## config.mk

```make
export PLATFORM = sky130hd
export DESIGN_NAME = if_id_stage
export DESIGN_NICKNAME = d
export VERILOG_FILES = /design/src/rtl/if_id_stage_pkg.sv /design/src/rtl/if_id_stage_load_use_detect.sv /design/src/rtl/if_id_stage.sv
export SDC_FILE = /design/constraint.sdc
export NUM_CORES = 1
export LEC_CHECK = 0
export ABC_AREA = 1
export CAP_MARGIN = 40
export CORE_UTILIZATION = 40
export CTS_CLUSTER_DIAMETER = 40
export CTS_CLUSTER_SIZE = 16
export DETAILED_ROUTE_END_ITERATION = 10
export PLACE_DENSITY = 0.83
export SLEW_MARGIN = 10
export SYNTH_ARGS = -nofsm -noshare
export SYNTH_HDL_FRONTEND = slang
export SYNTH_HIERARCHICAL = 1
export SYNTH_SLANG_ARGS = --single-unit
```

## constraint.sdc

```tcl
create_clock -name clk -period 3.5 [get_ports clk]
set_input_delay 1.05 -clock clk [delete_from_list [all_inputs] [get_ports clk]]
set_output_delay 1.05 -clock clk [all_outputs]
set_load 0.1 [all_outputs]
```

## src/rtl/if_id_stage_pkg.sv

```systemverilog
// if_id_stage_pkg: shared MIPS opcode constants, NOP encoding, reset PC and rt-reader decode
package if_id_stage_pkg;
  localparam logic [5:0] OP_RTYPE = 6'h00;
  localparam logic [5:0] OP_BEQ = 6'h04;
  localparam logic [5:0] OP_BNE = 6'h05;
  localparam logic [5:0] OP_SW = 6'h2b;
  localparam logic [5:0] OP_LW = 6'h23;
  localparam logic [31:0] INSTR_NOP = 32'h0000_0000;
  localparam logic [31:0] RESET_PC = 32'h0000_3000;
  function automatic logic reads_rt(input logic [5:0] op);
    return (op == OP_RTYPE) || (op == OP_BEQ) || (op == OP_BNE) || (op == OP_SW);
  endfunction
endpackage

```

## src/rtl/if_id_stage_load_use_detect.sv

```systemverilog
// load_use_detect: combinational load-use hazard check of ID instr (id_instr,id_valid) against ID/EX load (idex_memread,idex_rt) -> stall
module load_use_detect
  import if_id_stage_pkg::*;
(
  input  logic [31:0] id_instr,
  input  logic        id_valid,
  input  logic        idex_memread,
  input  logic [4:0]  idex_rt,
  output logic        stall
);
  logic unused_imm;
  assign unused_imm = ^id_instr[15:0];
  assign stall = id_valid & idex_memread & (idex_rt != 5'd0) &
                 ((idex_rt == id_instr[25:21]) | (reads_rt(id_instr[31:26]) & (idex_rt == id_instr[20:16])));
endmodule

```

## src/rtl/if_id_stage.sv

```systemverilog
// if_id_stage: IF/ID register (if_pc4,if_instr,flush -> id_pc4,id_instr,id_valid), load-use stall (pc_wr,id_bubble), saturating stall/flush counters
module if_id_stage
  import if_id_stage_pkg::*;
(
  input  logic        clk,
  input  logic        rst,
  input  logic [31:0] if_pc4,
  input  logic [31:0] if_instr,
  input  logic        flush,
  input  logic        idex_memread,
  input  logic [4:0]  idex_rt,
  output logic        pc_wr,
  output logic        id_bubble,
  output logic [31:0] id_pc4,
  output logic [31:0] id_instr,
  output logic        id_valid,
  output logic [15:0] stall_cnt,
  output logic [15:0] flush_cnt
);
  logic stall;
  load_use_detect u_detect (
    .id_instr(id_instr),
    .id_valid(id_valid),
    .idex_memread(idex_memread),
    .idex_rt(idex_rt),
    .stall(stall)
  );
  assign pc_wr = ~stall;
  assign id_bubble = stall;
  always_ff @(posedge clk or posedge rst) begin
    if (rst) begin
      id_instr <= INSTR_NOP;
      id_pc4 <= '0;
      id_valid <= 1'b0;
      stall_cnt <= '0;
      flush_cnt <= '0;
    end else begin
      if (!stall) begin
        id_instr <= flush ? INSTR_NOP : if_instr;
        id_pc4 <= flush ? 32'd0 : if_pc4;
        id_valid <= ~flush;
      end
      stall_cnt <= stall_cnt + {15'd0, stall & ~&stall_cnt};
      flush_cnt <= flush_cnt + {15'd0, flush & ~stall & ~&flush_cnt};
    end
  end
endmodule

```

==> results.md <==
Global routing:
- The number of global-route vias before repair was 3957.
- The maximum number of pins on one net before global-route repair is 98.
- The global-route usage over all layers is 0.196.
- The most used routing layer in global routing is met2.
- The met2 track demand over resource is 0.354.
- For met1 alone, demand over resource in global routing was 0.229.
- The first-pass GRT wire length is 18200 um.
- The routing usage on met3 is 0.0532.
- The initial antenna violation count is 0.
- The total overflow left after global routing is 0.

Clocking:
- The TritonCTS clock tree is built.
- The root cell of the clock tree is sky130_fd_sc_hd__clkbuf_16.
- The number of buffers inserted during clock tree synthesis is 9.
- In this run, post-CTS hold repair placed 0 buffers.
- CTS saw 97 sinks.
- The clock latency on the worst-skew pair is 0.34 ns.
- The worst-case clock buffer depth is 2.
- The post-CTS setup repair buffer count is 0.
- After clock tree synthesis, the clock-pin slew on the worst setup and hold paths is 0.06 ns.
- The maximum level of the CTS H-tree is 3.

Die:
- The core region is 11000 um^2.
- In this run the count of I/O pins placed on the die edge is 172.
- The die width is 109 um.
- The die span in y is 109 um.
- In this run the core area contains 38 standard-cell rows.
- The initial utilization of the core area, before any placement, comes to 0.416.
- The full die area is 11900 um^2.

Critical path:
- The element type at the critical path end is a primary output.
- The kind of start point of the critical path is a primary input.
- The largest fanout of any net on the critical path is 4.
- The critical path in this run is classified as primary input to primary output.
- The critical path arrival is 2.31 ns.
- STA puts the critical path data required time at 2.45 ns.

Pwr:
- The power per cell area is 518 nW/um^2.
- The switching power is 0.00144 W.
- The share of total power dissipated in combinational logic is 0.341.
- Of the total power, the share spent switching nets is 0.412.
- IR analysis of the VDD net gives a maximum drop of 0.406 mV.
- The leakage power of the design is 3.36 nW.
- The proportion of power drawn by the clock network is 0.278.
- The total power of the final layout is 0.00350 W.
- The cell internal power dissipation is 0.00206 W.
- The relative contribution of sequential cells to total power is 0.381.

Detailed routing:
- The length of the first detailed-routing pass in iterations is 4.
- The antenna violation net count after detailed routing is 0.
- For this run, design rule violations remaining after detail routing come to 0.
- The routed wire length is 11300 um.
- The via count is 4082.
- For this block, the initial DRC count from the detailed router was 185.
- The mean routed wirelength per cell is 13.0 um.
- Dividing the detail-routed via count by the number of cells gives 4.70.

Synth:
- The synthesized netlist contains 22 unique library cells.
- The count of flip-flops with a built-in enable after synthesis is 0.
- The number of standard cells after synthesis is 538.
- The fraction of synthesis flops using an asynchronous set or reset pin is 1.00.
- For this run, the number of Yosys warnings is 6.
- The average cell area after synthesis is 8.53 um^2.
- Synthesis produced a netlist with a net count of 617.
- Summing every instance area after synthesis gives 4590 um^2.
- The most used flip-flop cell after synthesis is sky130_fd_sc_hd__dfrtp_1.
- Of the synthesized area, sequential elements account for 0.529.
- Synthesis inferred 97 register bits.

Timing:
- The count of endpoints failing setup in the final report is 0.
- The max-slew violation count is 0.
- The relative max-transition margin is 0.641.
- The final cycle utilization of the critical path is 0.960.
- Setup repair after global routing left no endpoint under its margin.
- The actual slew at the worst max-slew pin is 0.538 ns.
- The clock period could shrink to 3.36 ns.
- The count of endpoints failing hold in the final timing report came to 0.
- The setup TNS is 0 ns.
- The least setup slack across all paths after layout is 0.140 ns.
- The final worst hold slack is 0.482 ns.
- The maximum clock frequency is 298 MHz.
- The final worst clock skew is 0.00828 ns.

Place:
- The count of input and output buffers is 171.
- The global placement routability congestion is 0.919.
- The worst setup slack after placement is -0.292 ns.
- The wire-length estimate of the detail-placed layout is 8590 um.

Layout:
- Of the cells placed in the final design, the portion with a size suffix greater than 1 is 0.298.
- The layout net count is 802.
- The commonest non-fill, non-tap cell in the layout is sky130_fd_sc_hd__nand2_1.
- The final-layout fill cell count is 944.
- Relative to the synthesized area, the layout overhead comes to 47.4%.
- The top cell types in the final layout, fill and taps aside, are sky130_fd_sc_hd__nand2_1, sky130_fd_sc_hd__buf_4, sky130_fd_sc_hd__dfrtp_1.
- The repair_antennas step left the layout with diodes totalling 0.

Status:
- The run finished with clean final reports.

Hold path:
- The class of the tightest hold or removal check is flip-flop to flip-flop.

Flow run:
- The tool flagged a number of max-cap violations equal to 0.
-- metal layers --
metal	vias to the layer above	routed length, um
met4	0	93
met3	12	722
li1	1997	-
met5	-	0
met1	1930	4640
met2	143	5850
-- state kept, by name, summed over array words and instances, names as in the netlist --
register	cells
flush_cnt	16
id_instr	32
id_pc4	32
id_valid	1
stall_cnt	16
-- power groups by stage --
stage          Clock (W)  Combinational (W)  Sequential, W
2_1_floorplan          0           0.000204        0.00202
3_3_place_gp           0            0.00119        0.00135
3_5_place_dp           0            0.00121        0.00136
4_1_cts         0.000996            0.00121        0.00134
5_1_grt          0.00104            0.00124        0.00135
6_report        0.000972            0.00119        0.00133
-- cell usage after synthesis (2+ instances only) --
library cell	n	share of area
sky130_fd_sc_hd__inv_1	101	0.083
sky130_fd_sc_hd__nand4_1	9	0.012
sky130_fd_sc_hd__xor2_1	10	0.019
sky130_fd_sc_hd__nand3_1	12	0.013
sky130_fd_sc_hd__buf_2	2	0.0022
sky130_fd_sc_hd__o21ai_2	50	0.095
sky130_fd_sc_hd__ha_1	6	0.016
sky130_fd_sc_hd__o21ai_0	21	0.023
sky130_fd_sc_hd__nand2_1	161	0.13
sky130_fd_sc_hd__buf_6	5	0.012
sky130_fd_sc_hd__buf_1	2	0.0016
sky130_fd_sc_hd__nor2_1	45	0.037
sky130_fd_sc_hd__xnor2_1	6	0.011
sky130_fd_sc_hd__clkbuf_1	4	0.0033
sky130_fd_sc_hd__dfrtp_1	97	0.53
-- path summary, 6_finish.rpt --
| kind | start | to | slack, ns | depth (start not counted) |
|---|---|---|---|---|
| worst max-delay path | idex_rt[2] | pc_wr | 0.14 | 11 |
| worst min-delay path | id_pc4[18] | id_pc4[18] | 0.48 | 2 |
| worst max register to register | id_instr[26] | flush_cnt[9] | 1.01 | 18 |
| worst min register to register | id_pc4[18] | id_pc4[18] | 0.48 | 2 |
| max in group asynchronous | rst | id_instr[16] | 1.85 | 3 |
| min in group asynchronous | rst | id_pc4[1] | 1.21 | 3 |
-- final cells by class --
cell class                      instances  area [um^2]  area share
Multi-Input combinational cell        325         1810       0.268
Tap cell                              140          175      0.0259
Inverter                              102          408      0.0603
Timing Repair Buffer                  188         1640       0.243
Clock inverter                          7         70.1      0.0104
Sequential cell                        97         2430       0.359
Clock buffer                            9          225      0.0333
-- cells by family (layout without fill, tap and decap cells) --
family	count (synthesis)	after routing	synth area share
xor+xnor	16	16	0.0305
simple gates	231	231	0.200
flops	97	97	0.529
buf+inv	116	306	0.104
compound gates	72	72	0.120
fa+ha+maj	6	6	0.0164
-- timing repair --
action	in CTS	in global routing
pin swaps	1	0
endpoints found under the setup margin	2	2
resized for setup	6	2
gates cloned	0	0
-- critical path, stage by stage --
cell and delay [ns]:
sky130_fd_sc_hd__dlygate4sd2_1 0.26, sky130_fd_sc_hd__inv_4 0.06, sky130_fd_sc_hd__nand2_1 0.05, sky130_fd_sc_hd__nand2_1 0.06, sky130_fd_sc_hd__nor2_2 0.14, sky130_fd_sc_hd__nand2_1 0.07
sky130_fd_sc_hd__nor2_1 0.09, sky130_fd_sc_hd__nor2_1 0.08, sky130_fd_sc_hd__nor2_4 0.13, sky130_fd_sc_hd__clkinvlp_4 0.14, sky130_fd_sc_hd__buf_12 0.18
-- stage by stage --
step                      instance area (um^2)  std cells   util
after global placement                    6470        852  0.587
after global routing                      6760        868  0.613
final                                     6760        868  0.613
after CTS                                 6770        868  0.613
after floorplan                           4740        538      -
after detailed placement                  6470        852  0.587
Power figures use the tool's default switching activity.
